$ cat config.mk
export PLATFORM = sky130hd
export DESIGN_NAME = nw_job_sched
export DESIGN_NICKNAME = d
export VERILOG_FILES = /design/src/rtl/nw_job_sched.sv
export SDC_FILE = /design/constraint.sdc
export NUM_CORES = 1
export LEC_CHECK = 0
export CELL_PAD_IN_SITES_DETAIL_PLACEMENT = 0
export CELL_PAD_IN_SITES_GLOBAL_PLACEMENT = 1
export CORE_MARGIN = 5
export CORE_UTILIZATION = 27
export CTS_BUF_LIST = sky130_fd_sc_hd__clkbuf_16
export CTS_CLUSTER_DIAMETER = 150
export DETAILED_ROUTE_END_ITERATION = 7
export PLACE_DENSITY = 0.89
export SLEW_MARGIN = 20
export SYNTH_ARGS = -nofsm -noshare
export SYNTH_HDL_FRONTEND = slang
export SYNTH_SLANG_ARGS = --single-unit
$ cat constraint.sdc
create_clock -name clk -period 2.3 [get_ports clk]
set_clock_uncertainty 0.15 [all_clocks]
set_input_delay 0.575 -clock clk [delete_from_list [all_inputs] [get_ports clk]]
set_output_delay 0.575 -clock clk [all_outputs]
set_load 0.01 [all_outputs]
$ cat src/rtl/nw_job_sched.sv
// Round-robin job scheduler feeding one Needleman-Wunsch grid from two requesters.
// Optional RUN watchdog enabled by defining NW_TIMEOUT_EN.
module nw_job_sched #(
  parameter int LENGTH     = 10,
  parameter int CWIDTH     = 2,
  parameter int SWIDTH     = 16,
  parameter int CLR_CYCLES = 2,
  parameter int TIMEOUT    = 1024
) (
  input  logic                       clk,
  input  logic                       reset,
  input  logic                       req0_valid,
  input  logic                       req1_valid,
  output logic                       req0_ready,
  output logic                       req1_ready,
  input  logic [LENGTH*CWIDTH-1:0]   req0_s1,
  input  logic [LENGTH*CWIDTH-1:0]   req0_s2,
  input  logic [LENGTH*CWIDTH-1:0]   req1_s1,
  input  logic [LENGTH*CWIDTH-1:0]   req1_s2,
  output logic [LENGTH*CWIDTH-1:0]   grid_s1,
  output logic [LENGTH*CWIDTH-1:0]   grid_s2,
  output logic                       grid_reset,
  input  logic signed [SWIDTH-1:0]   grid_score,
  input  logic                       grid_valid,
  output logic                       rsp_valid,
  input  logic                       rsp_ready,
  output logic                       rsp_id,
  output logic signed [SWIDTH-1:0]   rsp_score,
  output logic                       rsp_err
);

  localparam int SW = LENGTH * CWIDTH;
  localparam int CW = (CLR_CYCLES > 1) ? $clog2(CLR_CYCLES) : 1;
  localparam logic [CW-1:0] CLR_LAST = CW'(CLR_CYCLES - 1);

  if (CLR_CYCLES < 1 || TIMEOUT < 1) begin : g_bad_cfg
    $error("nw_job_sched: CLR_CYCLES and TIMEOUT must be >= 1");
  end

  typedef enum logic [1:0] {
    S_IDLE,
    S_CLEAR,
    S_RUN,
    S_RESP
  } state_t;

  state_t r_state;
  state_t w_next;

  logic                     r_last;
  logic [CW-1:0]            r_clr;
  logic [SW-1:0]            r_s1;
  logic [SW-1:0]            r_s2;
  logic                     r_id;
  logic signed [SWIDTH-1:0] r_score;

  logic w_idle;
  logic w_g0;
  logic w_g1;
  logic w_acc;
  logic w_run;
  logic w_fin;

  // r_last=1 means requester 1 won last, so requester 0 wins a tie
  assign w_idle = (r_state == S_IDLE);
  assign w_g0   = req0_valid & (~req1_valid | r_last);
  assign w_g1   = req1_valid & (~req0_valid | ~r_last);
  assign w_acc  = w_idle & (w_g0 | w_g1);
  assign w_run  = (r_state == S_RUN);

  assign req0_ready = w_idle & w_g0;
  assign req1_ready = w_idle & w_g1;

`ifdef NW_TIMEOUT_EN
  localparam int TW = (TIMEOUT > 1) ? $clog2(TIMEOUT) : 1;
  localparam logic [TW-1:0] TMO_LAST = TW'(TIMEOUT - 1);

  logic [TW-1:0] r_run;
  logic          r_err;
  logic          w_tmo;

  assign w_tmo   = w_run & (r_run == TMO_LAST);
  assign w_fin   = (w_run & grid_valid) | w_tmo;
  assign rsp_err = r_err;

  always_ff @(posedge clk or negedge reset) begin
    if (!reset) begin
      r_run <= '0;
      r_err <= 1'b0;
    end else begin
      r_run <= w_run ? r_run + 1'b1 : '0;
      if (w_run && grid_valid)
        r_err <= 1'b0;
      else if (w_tmo)
        r_err <= 1'b1;
    end
  end
`else
  assign w_fin   = w_run & grid_valid;
  assign rsp_err = 1'b0;
`endif

  always_ff @(posedge clk or negedge reset) begin
    if (!reset)
      r_state <= S_IDLE;
    else
      r_state <= w_next;
  end

  always_comb begin
    w_next = r_state;
    unique case (r_state)
      S_IDLE:  if (w_acc) w_next = S_CLEAR;
      S_CLEAR: if (r_clr == '0) w_next = S_RUN;
      S_RUN:   if (w_fin) w_next = S_RESP;
      S_RESP:  if (rsp_ready) w_next = S_IDLE;
      default: w_next = S_IDLE;
    endcase
  end

  always_ff @(posedge clk or negedge reset) begin
    if (!reset) begin
      r_last  <= 1'b1;
      r_clr   <= '0;
      r_s1    <= '0;
      r_s2    <= '0;
      r_id    <= 1'b0;
      r_score <= '0;
    end else begin
      if (w_acc) begin
        r_s1   <= w_g0 ? req0_s1 : req1_s1;
        r_s2   <= w_g0 ? req0_s2 : req1_s2;
        r_id   <= w_g1;
        r_last <= w_g1;
        r_clr  <= CLR_LAST;
      end else if (r_state == S_CLEAR && r_clr != '0) begin
        r_clr <= r_clr - 1'b1;
      end
      // a timeout with no grid result reports a zero score
      if (w_run && grid_valid)
        r_score <= grid_score;
      else if (w_fin)
        r_score <= '0;
    end
  end

  assign grid_s1    = r_s1;
  assign grid_s2    = r_s2;
  assign grid_reset = ~w_run;
  assign rsp_valid  = (r_state == S_RESP);
  assign rsp_id     = r_id;
  assign rsp_score  = r_score;

endmodule
* Yosys cells after proc, flatten, opt, wreduce, memory -nomap -nowiden
Cells that the tools add are included.
** Operators by class
- $add $sub $neg :: 1
- Eq/ne operators :: 7
- Muxes and demuxes :: 11
- Bitwise operators :: 13
- Reductions and logical operators :: 6
** Operators with widths (count)
- two-way mux 20 bit :: 2
- two-way mux 16 bit :: 2
- two-way mux 2 bit :: 4
- one-hot mux 2 bit (4 select lines) :: 1
- AND 1 bit :: 6
- inequality test 2 x 1 -> 1 bit, second input constant :: 3
- equality test 2 bit, second input constant :: 2
- inverter 1 bit :: 4
- AND reduction 4 bit :: 1
- nonzero test 2 bit :: 2
- OR 1 bit :: 3
- equality test 2 x 1 -> 1 bit, second input constant :: 1
- logical AND 1 bit :: 2
- zero test 2 bit :: 1
- two-way mux 1 bit :: 2
- inequality test 2 bit, second input constant :: 1
- subtractor 1 bit, second input constant :: 1
** Storage, ports and cells
- Register bits :: 61
- Bits of input ports :: 102
- Output and inout port bits :: 62

* Depth between registers and ports, before layout
Gate-level depths: netlist of run 1.
- Depth after elaboration :: 7
- Depth in mapped cells :: 6

* Worst setup path before layout of run 1
OpenSTA, ideal clock, no wires.
- Path type :: reg2reg
- From :: reg r_state[0]
- To :: reg r_state[1]
- Arrival time :: 1.518 ns
- Data required time :: 2.025 ns
- Setup slack :: 0.507 ns
- Cell stages (with the launch flop) :: 6
- Cell sequence :: dfrtp_1 inv_1 ha_1 or3b_1 nand4_2 mux2_4
** Between the ends
- Longest elaborated chain between the ends :: 4
** Ends and longest elaborated chain
- start: declaration :: line 47 : state_t r_state;
- start signal: assignment :: line 107 : r_state <= w_next;
- equality test 2 bit or zero test 2 bit (tied branches) :: line 69, 112, 65
- AND 1 bit (on tied branches) :: line 99, 68
- inequality test 2 x 1 -> 1 bit (no line)
- AND reduction 4 bit (no line)
Several ways; a longest one is shown, not always the timed one.
A chain may end at the register's enable or synchronous reset.

* Worst setup path in the final report of run 1
- From :: reg r_state[1]
- To :: out req1_ready
** Between the ends
- Longest elaborated chain between the ends :: 2
** Ends and longest elaborated chain
- zero test 2 bit :: line 65 : assign w_idle = (r_state == S_IDLE);
- AND 1 bit :: line 72 : assign req1_ready = w_idle & w_g1;
- end: declaration :: line 15 : output logic req1_ready,
Every way passes these cells.

==> results of run 1 <==
==> state kept, by name, indices dropped and copies added (netlist names) <==
register / flops
r_state: 2
grid_s2: 20
rsp_score: 16
r_clr: 1
r_last: 1
grid_s1: 20
rsp_id: 1
==> per-layer routing <==
layer | global-route usage [%] | part of all wire (%)
met5 | 0 | 0
met1 | 19.1 | 42
met4 | 4.49 | 1.1
met3 | 5.24 | 7.8
met2 | 26.5 | 49
==> worst max-delay path, stage by stage (launching register included) <==
cell and delay [ps]:
sky130_fd_sc_hd__dfrtp_1 370, sky130_fd_sc_hd__inv_1 110, sky130_fd_sc_hd__ha_1 190, sky130_fd_sc_hd__nand2_1 70
sky130_fd_sc_hd__a21oi_2 150, sky130_fd_sc_hd__clkdlybuf4s15_1 260
==> through the flow <==
stage	setup TNS (ps)	area [um^2]	hold slack (ps)	power, mW
3_3_place_gp	-658	4700	336	5.05
2_1_floorplan	0	2870	129	3.38
5_1_grt	0	5060	150	7.12
3_5_place_dp	-733	4700	344	5.14
4_1_cts	0	5050	136	6.75
6_report	0	5060	114	6.64
==> timing repair <==
action / CTS / global route
setup endpoints to repair: 3 / 2
setup buffers: 1 / 0
gates resized for setup: 4 / 3
==> placed cells by master (no fill, tap or decap), types with 4 or more instances in the layout <==
master / n
sky130_fd_sc_hd__a21oi_1: 41
sky130_fd_sc_hd__a31oi_1: 41
sky130_fd_sc_hd__buf_12: 4
sky130_fd_sc_hd__buf_4: 13
sky130_fd_sc_hd__clkbuf_16: 9
sky130_fd_sc_hd__clkdlybuf4s50_1: 155
sky130_fd_sc_hd__dfrtp_1: 60
sky130_fd_sc_hd__ha_1: 5
sky130_fd_sc_hd__inv_1: 6
sky130_fd_sc_hd__mux2_2: 16
sky130_fd_sc_hd__nor2_1: 41
sky130_fd_sc_hd__o21ai_0: 41
==> kinds of logic after synthesis <==
group	Yosys count	synth area share, %
and+or+nand+nor	51	7.68
AOI/OAI and AO/OA	127	24.2
adders and majority gates	5	2.18
muxes	18	7.15
buffers and inverters	34	5.36
other	1	0.131
DFF	61	53.2
==> synthesized netlist by cell type, drive strengths merged <==
| cell | instances | area [um^2] |
|---|---|---|
| a21oi | 42 | 210 |
| a31oi | 41 | 257 |
| and2b | 1 | 7.51 |
| and3 | 1 | 7.51 |
| buf | 14 | 78.8 |
| clkbuf | 14 | 52.6 |
| conb | 1 | 3.75 |
| dfrtp | 60 | 1500 |
| dfstp | 1 | 26.3 |
| ha | 5 | 62.6 |
| inv | 6 | 22.5 |
| mux2 | 17 | 195 |
| mux2i | 1 | 10.0 |
| nand2 | 3 | 11.3 |
| nand2b | 3 | 18.8 |
| nand4 | 1 | 12.5 |
| nor2 | 41 | 154 |
| o21a | 1 | 7.51 |
| o21ai | 42 | 214 |
| o21bai | 1 | 7.51 |
| or3b | 1 | 8.76 |
==> cell type report <==
type,count,area (um^2),area share [%]
timing repair buffer,179,1790,35.3
sequential,61,1530,30.2
multi-input combinational,202,1200,23.7
clock buffer,9,225,4.45
tap,136,170,3.36
clock inverter,7,124,2.45
inverter,6,22.5,0.445
==> power breakdown <==
group | leakage (nW) | switching (mW) | total (mW) | internal (mW)
clock | 0.166 | 0.496 | 1.56 | 1.06
combinational | 1.19 | 1.42 | 3.16 | 1.74
sequential | 0.691 | 0.289 | 1.93 | 1.64
==> worst paths after layout <==
check / slack (ps) / to / startpoint / cells after the start
max reg2reg: 430 / r_state[1] / r_state[1] / 6
min: 110 / rsp_score[2] / reset / 2
max in group asynchronous: 1580 / r_last / reset / 2
max: 100 / req1_ready / r_state[1] / 5
min reg2reg: 350 / rsp_score[4] / rsp_score[4] / 1
min in group clk: 350 / rsp_score[4] / rsp_score[4] / 1
==> summary.txt, run 1 <==
Count of input and output buffers: 162
Post-placement setup slack: -408 ps
Detailed-routing iteration count for the pre-antenna-repair pass: 4
DRT antenna net count: 0
Site row count: 37
Mean number of vias per cell: 4.96
CORE AREA: 10,300 um^2
Post-Place Cells: 583
Element type at the critical path start: register
Synthesized instance count: 297
Least setup slack across all paths after layout: 101 ps
Final period util: 95.6%
Number of pins exceeding their max-slew limit in the final report: 0
Min-Delay Path Class: input pin to async pin
Endpoint type of the worst setup path: output pin
Crit path required time: 1570 ps
Static Leakage: 2.05 nW
Weighted congestion at the end of routability-driven global placement: 0.757
Wire length after detailed routing: 9900 um
Share of the core filled with cells: 49.0%
Area added between synthesis and finish: 76.3%
Latest clock arrival within the worst-skew pair: 320 ps
Reported max-cap violation count: 0
Signal arrival time at the worst endpoint: 1470 ps
Setup-failing EPs final: 0
Maximum level of the CTS H-tree: 3
I/O pin count: 164
CTS root buffer: sky130_fd_sc_hd__clkbuf_16
Number of warning messages in the yosys log: 0
Final non-filler cell total: 600
Half-perimeter wire length of the detailed placement result: 7020 um
Total via count in the routed design: 2,973
Net Count, Synth: 404
Layout filler cell count: 970
Total Die Area: 12,800 um^2
Initial antenna violation count: 0
Maximum fanout count along the critical path: 3
Total routing usage reported by global routing: 15.7%
Number of sinks handled by clock tree synthesis: 61
Cts hold-fix bufs: 0
Result of the run: finished clean
DR iter-0 viols: 152
Total Nets Final: 566
RSZ-0062 raised after global routing: no
Final period demand of the worst path: 2200 ps
Maximum number of pins on one net before global-route repair: 62
Count of different cell masters after synthesis: 25
Starting density of the core: 27.8%
Routed wire length per instance: 16.5 um
Wire length of the first global-routing pass: 16,300 um
DRC: 0
Hold violation total from the final report: 0
Synth Cell Area: 2870 um^2
Type of the worst setup path: register to output pin
Power density over the cells: 1310 nW/um^2
Post-Syn Area per Cell: 9.66 um^2
CTS max path bufs: 2
Vertical die dimension: 113 um
Total congestion overflow after global routing: 0
Share of synthesized area occupied by flip-flops and latches: 53.2%
Flip-flop and latch count after synthesis: 61
Die X-Extent: 113 um
Diodes inserted: 0
TritonCTS buffer count: 9
Vias in the first global route: 3,225
Fraction of final layout cells with drive strength greater than 1: 12.5%
Worst VDD drop: 0.000493 V
Clock tree from TritonCTS: built
Clock slew at the register clock pins of the worst setup and hold paths: 50 ps
Maximum clock rate: 455 MHz
(Power assumes the default switching activity.)
==> run 2, diff against run 1 <==
--- a/config.mk
+++ b/config.mk
@@ -7,12 +7,11 @@
 export LEC_CHECK = 0
 export CELL_PAD_IN_SITES_DETAIL_PLACEMENT = 0
 export CELL_PAD_IN_SITES_GLOBAL_PLACEMENT = 1
-export CORE_MARGIN = 5
-export CORE_UTILIZATION = 27
-export CTS_BUF_LIST = sky130_fd_sc_hd__clkbuf_16
+export CORE_UTILIZATION = 28
+export CTS_BUF_LIST = sky130_fd_sc_hd__clkbuf_2 sky130_fd_sc_hd__clkbuf_4 sky130_fd_sc_hd__clkbuf_8
 export CTS_CLUSTER_DIAMETER = 150
 export DETAILED_ROUTE_END_ITERATION = 7
-export PLACE_DENSITY = 0.89
+export PLACE_DENSITY = 0.91
 export SLEW_MARGIN = 20
 export SYNTH_ARGS = -nofsm -noshare
 export SYNTH_HDL_FRONTEND = slang
==> summary.txt, run 2 (synthesized netlist as in run 1, its figures left out) <==
Result of the run: finished clean
Crit path required time: 1570 ps (about the same)
Latest clock arrival within the worst-skew pair: 330 ps (about the same)
Min-Delay Path Class: input pin to async pin
Diodes inserted: 0 (unchanged)
Vias in the first global route: 3,088 (-4.2%)
Fraction of final layout cells with drive strength greater than 1: 13.1% (+0.62 points)
Wire length of the first global-routing pass: 14,800 um (-8.9%)
Power density over the cells: 1230 nW/um^2 (-6.2%)
CTS max path bufs: 2 (unchanged)
Weighted congestion at the end of routability-driven global placement: 0.783 (+3.5%)
Commonest cells after routing, fill and taps aside: sky130_fd_sc_hd__clkdlybuf4s50_1, sky130_fd_sc_hd__dfrtp_1, sky130_fd_sc_hd__a21oi_1
Switching fraction of total power: 35.8% (+2.6 points)
Met1 routed wirelength after detailed routing: 3920 um (-6.3%)
Reported max-cap violation count: 0 (unchanged)
Total Die Area: 10,700 um^2 (-17%)
Met2 layer wire length in the routed design: 4790 um (-0.81%)
Fin area: 4890 um^2 (-3.3%)
Setup-failing EPs final: 0 (unchanged)
Maximum level of the CTS H-tree: 3 (unchanged)
Starting density of the core: 29.1% (+1.3 points)
Worst VDD drop: 0.000442 V (-10%)
RSZ-0062 raised after global routing: no
Mean number of vias per cell: 4.92 (-0.61%)
DRC: 0 (unchanged)
Site row count: 36 (-2.7%)
Element type at the critical path start: register
Maximum number of pins on one net before global-route repair: 62 (unchanged)
Half-perimeter wire length of the detailed placement result: 6420 um (-8.5%)
Least setup slack across all paths after layout: 92.6 ps (-8.11 ps)
Wire length after detailed routing: 9470 um (-4.3%)
Switching power total: 2.16 mW (-2.0%)
Total buffers and inverters traversed by the critical path: 2 (unchanged)
Internal: 3.87 mW (-13%)
Count of input and output buffers: 162 (unchanged)
Delay of the slowest cell on the worst path: 380 ps (about the same)
Cts hold-fix bufs: 0 (unchanged)
Maximum fanout count along the critical path: 3 (unchanged)
DRT antenna net count: 0 (unchanged)
Routed wire length per instance: 15.8 um (-4.0%)
Hold violation total from the final report: 0 (unchanged)
Endpoint type of the worst setup path: output pin
Total congestion overflow after global routing: 0 (unchanged)
Type of the worst setup path: register to output pin
CORE AREA: 9860 um^2 (-4.4%)
Total routing usage reported by global routing: 18.4% (+2.7 points)
Master of the slowest instance on the critical path: sky130_fd_sc_hd__dfrtp_1
Total via count in the routed design: 2,945 (-0.94%)
Clock share of power: 16.1% (-7.4 points)
Vertical die dimension: 103 um (-8.7%)
Initial antenna violation count: 0 (unchanged)
Power, Total: 6.03 mW (-9.2%)
CP cell instances: inv_1 -> ha_2 -> and3_2 -> dlygate4sd2_1
Post-Route Hold Slack: 102 ps (-12.4 ps)
Most frequent standard cell in the layout excluding fill and tap cells: sky130_fd_sc_hd__clkdlybuf4s50_1
Number of sinks handled by clock tree synthesis: 61 (unchanged)
Final period util: 96.0% (+0.35 points)
Maximum clock rate: 453 MHz (-0.37%)
Comb power frac: 52.0% (+4.5 points)
DR iter-0 viols: 82 (-46%)
Clock tree from TritonCTS: built
Total cell area at the placement stage: 4690 um^2 (-0.19%)
Detailed-routing iteration count for the pre-antenna-repair pass: 4 (unchanged)
Area added between synthesis and finish: 70.5%
Static Leakage: 1.97 nW (-3.7%)
I/O pin count: 164 (unchanged)
Signal arrival time at the worst endpoint: 1480 ps (about the same)
Clock slew at the register clock pins of the worst setup and hold paths: 70 ps (+20 ps)
Final period demand of the worst path: 2210 ps (+8.11 ps)
Met3 Wirelength: 642 um (-17%)
Die X-Extent: 103 um (-8.7%)
Part of the total power dissipated in sequential elements: 31.9% (+2.9 points)
TritonCTS buffer count: 9 (unchanged)
Number of pins exceeding their max-slew limit in the final report: 0 (unchanged)
Top routing layer in use: met4
Family with the most delay on the worst path: flip-flops
Share of the core filled with cells: 49.6% (+0.59 points)
Post-placement setup slack: -391 ps (+17.2 ps)
CTS root buffer: sky130_fd_sc_hd__clkbuf_8
Total Nets Final: 567 (+0.18%)
## run 2: changes by cell type in the layout (fill, tap and decap cells not counted), sizes merged
cell	previous run	this run
inv	6	7
clkdlybuf4s15	1	0
dlymetal6s2s	1	0
bufinv	3	1
buf	19	20
clkinvlp	1	0
clkbuf	9	10
clkinv	3	5
dlygate4sd2	3	4
## run 2: cell type report
type	instances	area [um^2]
multi-input combinational	202	1200
clock buffer	9	124
sequential	61	1530
clock inverter	7	75.1
tap	133	166
inverter	6	22.5
timing repair buffer	180	1770
fill	924	4970
## run 2: worst register-to-register path: cells and delay by family, from the launching register on
family / cells / cell delay, ps
muxes: 1 / 300
buffers and inverters: 2 / 260
DFF: 1 / 380
and+or+nand+nor: 2 / 490
adders and majority gates: 1 / 210
## run 2: worst paths after layout
| kind | start | end | slack [ps] | depth (start not counted) |
|---|---|---|---|---|
| setup reg to reg | r_state[1] | r_state[1] | 410 | 6 |
| setup / recovery | r_state[1] | req0_ready | 90 | 4 |
| min in group clk | rsp_score[6] | rsp_score[6] | 360 | 1 |
| hold / removal | reset | grid_s1[13] | 100 | 2 |
| hold reg to reg | rsp_score[6] | rsp_score[6] | 360 | 1 |
| max in group asynchronous | reset | r_last | 1600 | 2 |
## run 2: per-stage QoR
stage / std cells / setup TNS, ps
6_report: 598 / 0
4_1_cts: 598 / 0
3_5_place_dp: 581 / -900
5_1_grt: 598 / 0
2_1_floorplan: 297 / 0
3_3_place_gp: 581 / -650
## run 2: repair_timing
item	4_1_cts	5_1_grt
setup buffers	1	0
resized for setup	6	3
cloned	0	0
endpoints found under the setup margin	3	2
pin swaps	0	0
## run 2: power by group through the flow
stage	logic, mW	registers [mW]	clock network (mW)
after floorplan	1.21	2.16	0
after global placement	3.09	1.92	0
after detailed placement	3.17	1.94	0
after CTS	3.18	1.93	1.01
after global routing	3.42	2.00	1.06
final	3.14	1.92	0.970
## run 2: routing by layer
metal	vias up	global-route usage, %
met5	-	0
met4	0	5.85
met3	11	4.84
met2	110	32.9
met1	1439	21.5
li1	1385	-
